--- config.mk ---
export PLATFORM = sky130hd
export DESIGN_NAME = edge_event_scheduler
export DESIGN_NICKNAME = d
export VERILOG_FILES = /design/src/rtl/edge_sched_pkg.sv /design/src/rtl/edge_chan.sv /design/src/rtl/edge_event_scheduler.sv
export SDC_FILE = /design/constraint.sdc
export NUM_CORES = 1
export LEC_CHECK = 0
export ABC_AREA = 1
export CORE_MARGIN = 2
export CORE_UTILIZATION = 49
export DETAILED_ROUTE_END_ITERATION = 7
export HOLD_SLACK_MARGIN = 0.15
export PLACE_DENSITY = 0.76
export SLEW_MARGIN = 20
export SYNTH_ARGS = -nofsm -noshare
export SYNTH_HDL_FRONTEND = slang
export SYNTH_SLANG_ARGS = --single-unit
--- constraint.sdc ---
create_clock -name clk -period 1.82 [get_ports clk]
set_input_delay 0.364 -clock clk [delete_from_list [all_inputs] [get_ports clk]]
set_output_delay 0.364 -clock clk [all_outputs]
set_load 0.02 [all_outputs]
--- src/rtl/edge_sched_pkg.sv ---
// rtl/edge_sched_pkg.sv - shared types and round-robin pick helper for edge_event_scheduler
package edge_sched_pkg;

    typedef enum logic {
        S_IDLE,
        S_OFFER
    } state_t;

    localparam int MAX_CH = 16;

    // Returns {found, idx}; searches ptr, ptr+1, ... and wraps at nch rather than at a power of two.
    function automatic logic [4:0] rr_pick(
        input logic [MAX_CH-1:0] pending,
        input logic [3:0]        ptr,
        input int                nch
    );
        logic [4:0] res;
        int         idx;
        res = '0;
        for (int k = 0; k < MAX_CH; k++) begin
            idx = int'(ptr) + k;
            if (idx >= nch) begin
                idx = idx - nch;
            end
            if ((k < nch) && !res[4] && pending[idx[3:0]]) begin
                res = {1'b1, idx[3:0]};
            end
        end
        return res;
    endfunction

endpackage

--- src/rtl/edge_chan.sv ---
// rtl/edge_chan.sv - per-channel rising-edge detector with pending and sticky overflow flags
module edge_chan
    import edge_sched_pkg::*;
(
    input  logic clk,
    input  logic rst,
    input  logic sig_i,
    input  logic en_i,
    input  logic ack_i,
    input  logic ovf_clr_i,
    output logic pend_o,
    output logic ovf_o
);

    logic sig_d_q;
    logic pend_q, pend_d;
    logic ovf_q, ovf_d;
    logic edge_det;

    always_comb begin
        edge_det = sig_i & ~sig_d_q & en_i;
        pend_d   = edge_det | (pend_q & ~ack_i);
        ovf_d    = ovf_q;
        // A collapsed edge outranks a simultaneous clear so no overflow is ever lost.
        if (edge_det && pend_q && !ack_i) begin
            ovf_d = 1'b1;
        end else if (ovf_clr_i) begin
            ovf_d = 1'b0;
        end
    end

    always_ff @(posedge clk) begin
        sig_d_q <= sig_i;
        if (rst) begin
            pend_q <= 1'b0;
            ovf_q  <= 1'b0;
        end else begin
            pend_q <= pend_d;
            ovf_q  <= ovf_d;
        end
    end

    assign pend_o = pend_q;
    assign ovf_o  = ovf_q;

endmodule

--- src/rtl/edge_event_scheduler.sv ---
// rtl/edge_event_scheduler.sv - multi-channel rising-edge front end with round-robin event hand-off
module edge_event_scheduler
    import edge_sched_pkg::*;
#(
    parameter  int NCH = 4,
    localparam int CW  = (NCH > 1) ? $clog2(NCH) : 1
) (
    input  logic           clk,
    input  logic           rst,
    input  logic [NCH-1:0] sig_i,
    input  logic [NCH-1:0] en_i,
    output logic           evt_valid_o,
    input  logic           evt_ready_i,
    output logic [CW-1:0]  evt_ch_o,
    output logic [NCH-1:0] ovf_o,
    input  logic           ovf_clr_i
);

    state_t          state_q, state_d;
    logic [CW-1:0]   ch_q, ch_d;
    logic [CW-1:0]   ptr_q, ptr_d;
    logic [NCH-1:0]  pend;
    logic [NCH-1:0]  ack;
    logic            accept;
    logic [4:0]      pick;

    assign accept = (state_q == S_OFFER) & evt_ready_i;

    for (genvar i = 0; i < NCH; i++) begin : g_chan
        assign ack[i] = accept & (ch_q == CW'(i));

        edge_chan u_chan (
            .clk       (clk),
            .rst       (rst),
            .sig_i     (sig_i[i]),
            .en_i      (en_i[i]),
            .ack_i     (ack[i]),
            .ovf_clr_i (ovf_clr_i),
            .pend_o    (pend[i]),
            .ovf_o     (ovf_o[i])
        );
    end

    always_comb begin
        state_d = state_q;
        ch_d    = ch_q;
        ptr_d   = ptr_q;
        pick    = rr_pick(MAX_CH'(pend), 4'(ptr_q), NCH);
        case (state_q)
            S_IDLE: begin
                if (pick[4]) begin
                    ch_d    = CW'(pick[3:0]);
                    state_d = S_OFFER;
                end
            end
            S_OFFER: begin
                if (evt_ready_i) begin
                    state_d = S_IDLE;
                    ptr_d   = (ch_q == CW'(NCH - 1)) ? '0 : ch_q + CW'(1);
                end
            end
            default: state_d = S_IDLE;
        endcase
    end

    always_ff @(posedge clk) begin
        if (rst) begin
            state_q <= S_IDLE;
            ch_q    <= '0;
            ptr_q   <= '0;
        end else begin
            state_q <= state_d;
            ch_q    <= ch_d;
            ptr_q   <= ptr_d;
        end
    end

    assign evt_valid_o = (state_q == S_OFFER);
    assign evt_ch_o    = ch_q;

endmodule

Word-level counts from Yosys, hierarchy flattened
Index checks and enable logic that the tools add are counted.
- bits in registers: 17
- bits of input ports: 12
- output and inout bits: 7
- logic and storage cells: 114
- add/sub/neg operators: 8
- order comparisons: 8
- equal/unequal tests: 3
- muxes and demuxes: 25
- bitwise gates (word level): 30
- reductions and logical operators: 25
- operator list (kind ; count):
    4-bit by 5-bit less-than comparator with 1-bit output, second input constant ; 4
    5-bit 2-to-1 mux ; 4
    1-bit AND ; 17
    1-bit binary-select mux with 4-bit select ; 4
    4-bit 2-to-1 mux ; 4
    3-bit by 3-bit subtractor with 4-bit output, second input constant ; 3
    1-bit logical AND ; 11
    1-bit 2-to-1 mux ; 11
    3-bit greater-or-equal comparator, second input constant ; 3
    1-bit inverter ; 9
    2-bit nonzero test ; 4
    1-bit zero test ; 7
    2-bit by 2-bit adder with 3-bit output, second input constant ; 2
    2-bit == test, second input constant ; 2
    1-bit OR ; 4
    2-bit AND reduction ; 2
    2-bit by 3-bit subtractor with 4-bit output, second input constant ; 1
    2-bit by 1-bit adder with 3-bit output, second input constant ; 1
    2-bit by 3-bit greater-or-equal comparator with 1-bit output, second input constant ; 1
    2-bit by 1-bit adder with 2-bit output, second input constant ; 1
    2-bit by 1-bit == test with 1-bit output, second input constant ; 1
    2-bit zero test ; 1
    2-bit 2-to-1 mux ; 1
    1-bit case mux with 2 select lines ; 1

Logic depth before layout (Yosys ltp)
Gate-level depths: netlist (run 1).
- word-level depth: 16
- gate-level depth with buffers: 12
- mapped depth without buffers: 12

Modules after synthesis
A second synthesis (run 1) with hierarchy kept.
- cell total of the unflattened synthesis: 140
- area total of the unflattened synthesis: 980.9 um2
- by module, submodules not included (module ; instances ; cells each ; area each (um2) ; seq. area each (um2)):
    edge_event_scheduler ; 1 ; 88 ; 550.5 ; 100.1
    edge_chan ; 4 ; 13 ; 107.6 ; 60.1

Worst setup path after synthesis (run 1)
OpenSTA, ideal clock, no wires.
- path kind: reg-to-reg
- from: reg ptr_q[0]
- to: reg ch_q[1], in the netlist evt_ch_o[1]
- library setup time: 0.111 ns
- arrival time: 1.524 ns
- data required time: 1.709 ns
- path slack: 0.184 ns
- stages on the path, launching flop included: 12
- buffers on the path: 0
- clock period less this slack: 1.636 ns
- path through: dfxtp_1 -> inv_2 -> ha_1 -> inv_1 -> nand3_1 -> nand3_2 -> nand3_2 -> nor2_2 -> nor2_1 -> nand2_1 -> nor2_1 -> nor2_1
- longest elaborated chain between the ends: 15
- elaborated cells between the ends (all ways): 34
- those cells by class: add/sub: 7; order compare: 4; mux: 16; reduce/logical: 7
- RTL lines (what ; RTL line ; RTL):
    from (decl) ; edge_event_scheduler.sv:21 ; logic [CW-1:0] ptr_q, ptr_d;
    from (signal assigned) ; edge_event_scheduler.sv:74 ; ptr_q <= ptr_d;
    branches (longest 13 deep; another with 3-bit by 3-bit subtractor with 4-bit output) ; -- ;
    5-bit 2-to-1 mux (*) ; edge_sched_pkg.sv:25 ; if ((k < nch) && !res[4] && pending[idx[3:0]]) begin
    2-bit AND reduction (no line) ; -- ;
    to (signal assigned) ; edge_event_scheduler.sv:73 ; ch_q <= ch_d;
    to (decl) ; edge_event_scheduler.sv:20 ; logic [CW-1:0] ch_q, ch_d;
Every way passes the cells marked *. The select of a mux whose other input is x is not followed.
A chain may end at the register's enable or synchronous reset.

Final worst setup path (run 1)
- from: reg ch_q[0], in the netlist evt_ch_o[0]
- to: out evt_ch_o[0]
- RTL lines (what ; RTL line ; RTL):
    to (decl) ; edge_event_scheduler.sv:14 ; output logic [CW-1:0] evt_ch_o,
No word-level cell between the ends.

==> flow_summary_export.csv, run 1 <==
group,metric,value,unit
floorplanning,io_pins,19,
layout,fin_nets,176,
global_route,gr-usage-met1,0.274,
timing,finClkSkew,0.00231,ns
layout,fillers,172,
timing,period_minus_slack,1.72,ns
timing,setup_tns,0,ns
floorplanning,floorplan.rows,15,
job,maxCapViolCount,0,
setup_path,cp_max_fo,4,
timing,finalCritPeriodShare,0.946,
place,gp_congestion,0.911,
synth,syn_nets,155,
setup_path,cp_slowest_cell,"clkdlybuf4s50_1",
layout,drive_gt1_frac,0.110,
clock_network,cts.sinks,17,
synth,async_flop_share,0,
global_route,grt_first_pass_wirelength,3350,um
drt,first_iter_violations,16,
clock_network,clock_latency,0.29,ns
synth,synth_area_leaders,"dfxtp_1 36%, nand2_1 13%, ha_1 11%, nand3_1 7.4%, inv_1 6.3%",
global_route,gr-usage-met2,0.347,
setup_path,cp_data_arrival_time,1.36,ns
synth,ys_seq_area_frac,0.357,
drt,via_per_inst,4.90,
timing,timing.fmax,581,MHz
synth,syn_area,952,sq um
clock_network,htree_levels,1,
drt,wl,1890,um
timing,hold_violations,0,
power,power_density,1100,nW/um^2
drt,num_vias,882,
floorplanning,die_w,48.1,um
global_route,grt_busiest_layer,"met2",
timing,setup-violations-final,0,
clock_network,path_clk_slew,0.10,ns
global_route,grt_usage,0.208,
setup_path,cp_num_buf_inv,1,
synth,syn_inst,135,
drt,wl_per_cell,10.5,um
synth,synth_top_area_share,0.357,
synth,avgSynthCellArea,7.05,sq um
setup_path,cpPeakStageDelay,0.64,ns
clock_network,hold_buffers,0,
synth,synth_commonest_cells,"33 x nand2_1, 17 x dfxtp_1, 16 x inv_1, 16 x nor2_1, 14 x nand3_1",
synth,synthFlopType,"dfxtp_1",
global_route,grt_pass1_vias,850,
synth,synth_edf_count,0,
timing,relSlewSlack,0.838,
setup_path,worstPathRequired,1.46,ns
floorplanning,die_area,2310,sq um
power,p_leak,0.550,nW
timing,rsz0062_at_grt,"false",
timing,holdWs,0.502,ns
timing,tightest_slew,0.240,ns
drt,route.detailed.drc,0,
synth,yosysTopAreaCell,"dfxtp_1",
power,power,1.30,mW
power,ir_worst_vdd,796,uV
synth,synth.distinct_cells,17,
clock_network,cts_root_buf,"clkbuf_4",
setup_path,regToRegSetupSlack,0.16,ns
global_route,antenna_found_initial,0,
setup_path,critPathTopFamily,"buffers and inverters",
synth,synth.most_common_cell,"nand2_1",
timing,finalMaxSlewViolations,0,
global_route,overflow,0,
floorplanning,initial_core_util,0.534,
drt,ant_nets,0,
setup_path,path_cells,"clkdlybuf4s50_1",
clock_network,numCtsBuffers,3,
setup_path,critPathCaptureType,"output pin",
setup_path,cp-start-kind,"flop",
synth,ys_ff_latch,17,
layout,areaGrowthSynthToFinish,24.3,%
min_path,hold_path.class,"reg2reg",
drt,dr.pass1.iters,4,
clock_network,cts_tree,"done",
layout,antennaDiodeCount,0,
floorplanning,die_y,48.1,um
floorplanning,core,1780,sq um
clock_network,cts_buffer_depth,2,
global_route,grt_max_degree,11,
place,dpl.hpwl,1580,um
run_status,status,"complete, no violations",
global_route,globalRouteMet3Util,0.0453,
synth,yosys_warnings,0,
setup_path,crit_type,"reg2out",
place,numPortBuffers,18,
## per-layer routing
layer | vias up | routed length (um)
li1 | 472 | -
met1 | 392 | 896
met2 | 16 | 908
met3 | 2 | 70
met4 | 0 | 18
met5 | - | 0
## per-stage QoR
stage,setup WS [ns],area [sq um],std cells,utilization
after floorplan,0.184,952,135,-
after global placement,0.193,1150,176,0.646
after detailed placement,0.107,1150,176,0.646
after CTS,0.0594,1180,180,0.662
after global routing,0.00281,1180,180,0.664
final,0.0987,1180,180,0.664
## power by group
group / switching, mW / leakage [nW] / internal, mW
Combinational: 0.370 / 0.392 / 0.248
Sequential: 0.0541 / 0.141 / 0.422
Clock: 0.125 / 0.0177 / 0.0818
Total: 0.550 / 0.550 / 0.752
## sequential cells by signal (all words and copies together), names as in the netlist
| register | count |
|---|---|
| g_chan.u_chan.sig_d_q | 4 |
| g_chan.u_chan.pend_o | 4 |
| evt_ch_o | 2 |
| g_chan.u_chan.ovf_o | 4 |
| ptr_q | 2 |
| evt_valid_o | 1 |
## layout make-up
type                       count  area, sq um  area share
multi-input combinational     95          510       0.431
sequential                    17          342       0.289
timing repair buffer          21          205       0.173
inverter                      18         67.6      0.0571
tap                           25         31.3      0.0264
clock buffer                   3         22.5      0.0190
clock inverter                 1         5.00     0.00423
## path summary, 6_finish.rpt
| check | from | endpoint | depth (start not counted) |
|---|---|---|---|
| setup / recovery | evt_ch_o[0] | evt_ch_o[0] | 1 |
| hold / removal | g_chan[1].u_chan.ovf_o | g_chan[1].u_chan.ovf_o | 2 |
| setup reg to reg | ptr_q[1] | evt_ch_o[1] | 11 |
| hold reg to reg | g_chan[1].u_chan.ovf_o | g_chan[1].u_chan.ovf_o | 2 |
## repair_timing
item,4_1_cts,5_1_grt
resized for setup,0,2
endpoints found under the setup margin,0,3
setup buffers,0,0
endpoints found under the hold margin,0,0
## logic make-up (layout without fill, tap and decap cells)
| logic type | Yosys count | after routing | share of synthesized area |
|---|---|---|---|
| flops | 17 | 17 | 0.357 |
| fa+ha+maj | 8 | 8 | 0.105 |
| compound gates | 14 | 14 | 0.0907 |
| simple gates | 73 | 73 | 0.340 |
| buf+inv | 23 | 43 | 0.106 |
## tightest hold or removal path, cell delays in order (launching register included)
cell       delay (ns)
dfxtp_1          0.34
a2bb2oi_1        0.06
nor2_1           0.07
## cells in the final DEF, fill, tap and decap left out, types with 2 or more instances in the layout
cell / synthesis / final
nand2_1: 33 / 33
clkdlybuf4s50_1: 0 / 17
inv_1: 16 / 16
nor2_1: 16 / 16
dfxtp_1: 17 / 16
nand3_1: 14 / 14
ha_1: 8 / 8
a21oi_1: 7 / 7
nand2_2: 4 / 4
a2bb2oi_1: 4 / 4
nand4_1: 3 / 3
clkbuf_4: 0 / 3
buf_4: 4 / 3
inv_2: 2 / 2
o21ai_0: 2 / 2
nand3_2: 2 / 2
(Power assumes the default switching activity.)
==> run 2, diff against run 1 <==
SLEW_MARGIN = 25   (was 20)
==> results of run 2 <==
No change in the layout: final DEF, timing and power equal those of run 1.
==> run 3, diff against run 2 <==
CORE_UTILIZATION = 45   (was 49)
PLACE_DENSITY = 0.74   (was 0.76)
clock period = 1.5 ns   (was 1.82 ns; I/O delays follow)
==> run 3 against run 2 <==
Net effect: count of clock-buffer cells in the layout up 1; design area up 8.8%; non-clock buffer count up 5; critical endpoint is now evt_ch_o[1]; largest cell class unchanged.
==> flow_summary_export.csv, run 3 (synthesis results as in run 1) <==
group,metric,value,unit
timing,finalMaxSlewViolations,0,
layout,final_common_cell,"nand2_1",
place,numPortBuffers,18,
drt,ant_nets,0,
floorplanning,floorplan.rows,16,
floorplanning,die_y,50,um
run_status,status,"complete, no violations",
timing,tightest_slew,0.254,ns
global_route,overflow,0,
setup_path,cp_max_fo,6,
setup_path,cp_data_arrival_time,1.65,ns
place,gp_congestion,0.920,
global_route,grt_usage,0.196,
floorplanning,io_pins,19,
layout,antennaDiodeCount,0,
setup_path,critPathCaptureType,"flop",
drt,route.detailed.drc,0,
global_route,grt_pass1_vias,969,
clock_network,path_clk_slew,0.09,ns
place,dpl.hpwl,1680,um
min_path,hold_path.class,"in2reg",
power,p_leak,0.606,nW
drt,wl_per_cell,11.3,um
drt,dr.pass1.iters,4,
layout,final_util,0.650,
global_route,grt_max_degree,10,
drt,num_vias,940,
timing,setup-violations-final,0,
setup_path,cp-start-kind,"flop",
place,place_ws,-0.0162,ns
setup_path,crit_type,"reg2reg",
power,power_density,1350,nW/um^2
setup_path,worstPathRequired,1.69,ns
clock_network,cts_buffer_depth,2,
drt,top_layer,"met4",
timing,period_minus_slack,1.46,ns
clock_network,numCtsBuffers,3,
drt,first_iter_violations,9,
timing,timing.fmax,684,MHz
timing,finalCritPeriodShare,0.974,
timing,rsz0062_at_grt,"true",
job,maxCapViolCount,0,
clock_network,htree_levels,1,
layout,areaGrowthSynthToFinish,35.2,%
drt,m1WireLength,839,um
timing,holdWs,0.482,ns
timing,relSlewSlack,0.829,
layout,final_cell_mix,"28 x nand2_1, 16 x nor2_1, 15 x dfxtp_1",
clock_network,cts.sinks,17,
floorplanning,core,1980,sq um
timing,hold_violations,0,
drt,route.met2.wl,1190,um
global_route,antenna_found_initial,0,
drt,wl_met3,65,um
floorplanning,die_w,50,um
layout,drive_gt1_frac,0.213,
power,ir_worst_vdd,813,uV
timing,setup_ws,0.0387,ns
floorplanning,initial_core_util,0.480,
global_route,grt_first_pass_wirelength,3860,um
clock_network,cts_root_buf,"clkbuf_4",
clock_network,clock_latency,0.28,ns
drt,wl,2120,um
drt,via_per_inst,5.03,
timing,finClkSkew,0.000694,ns
layout,fin_nets,181,
floorplanning,die_area,2500,sq um
clock_network,cts_tree,"done",
[run 3: cell types whose count changed in the layout (fill, tap and decap cells not counted), sizes merged]
cell           previous run  this run
buf                       3         8
clkbuf                    3         4
clkinv                    1         0
dlygate4sd2               0         7
clkdlybuf4s50            17        11
dlymetal6s2s              1         0
[run 3: critical path, stage by stage (launching register included)]
cell and delay (ns):
dfxtp_4 0.37, inv_4 0.04, ha_4 0.29, inv_4 0.05, nand3_4 0.08, nand3_4 0.11, nand3_2 0.09, nor2_2 0.04
nor2_1 0.08, nand2_1 0.06, nor2_1 0.09, nor2_1 0.06
[run 3: report_power, final]
part / leakage (nW) / switching [mW] / internal [mW] / total, mW
clock network: 0.0150 / 0.136 / 0.103 / 0.239
registers: 0.141 / 0.0444 / 0.514 / 0.558
logic: 0.450 / 0.554 / 0.392 / 0.946
total: 0.606 / 0.734 / 1.01 / 1.74
[run 3: final timing paths]
kind                                from                  endpoint  slack (ns)  depth (start not counted)
setup / recovery                ptr_q[0]               evt_ch_o[1]        0.04                         11
hold / removal                  sig_i[0]  g_chan[0].u_chan.sig_d_q        0.48                          1
setup reg to reg                ptr_q[0]               evt_ch_o[1]        0.04                         11
hold reg to reg   g_chan[1].u_chan.ovf_o    g_chan[1].u_chan.ovf_o        0.50                          2
[run 3: layout make-up]
class | instances | area, sq um
clock buffers | 4 | 26.3
fillers | 175 | 694
inverters | 18 | 72.6
multi-input cells | 95 | 574
flip-flops and latches | 17 | 345
well taps | 27 | 33.8
repair buffers | 26 | 235
[run 3: what timing repair did]
item                                    CTS  global route
pin swaps                                 3             9
endpoints found under the setup margin    9             2
hold buffers                              0             0
resized for setup                         8            15
setup buffers                             0             1
[run 3: routing by layer]
| metal | track usage | up-vias |
|---|---|---|
| met3 | 0.0303 | 4 |
| met5 | 0 | - |
| met1 | 0.218 | 442 |
| li1 | - | 480 |
| met2 | 0.375 | 14 |
| met4 | 0.0556 | 0 |
[run 3: metrics by stage]
step	cell area, sq um	setup TNS, ns	power [mW]	std cells
floorplan	970	0	1.13	135
global placement	1200	0	1.38	182
detailed placement	1200	-0.0243	1.41	182
CTS	1220	0	1.63	186
global route	1290	-0.162	1.90	187
finish	1290	0	1.74	187
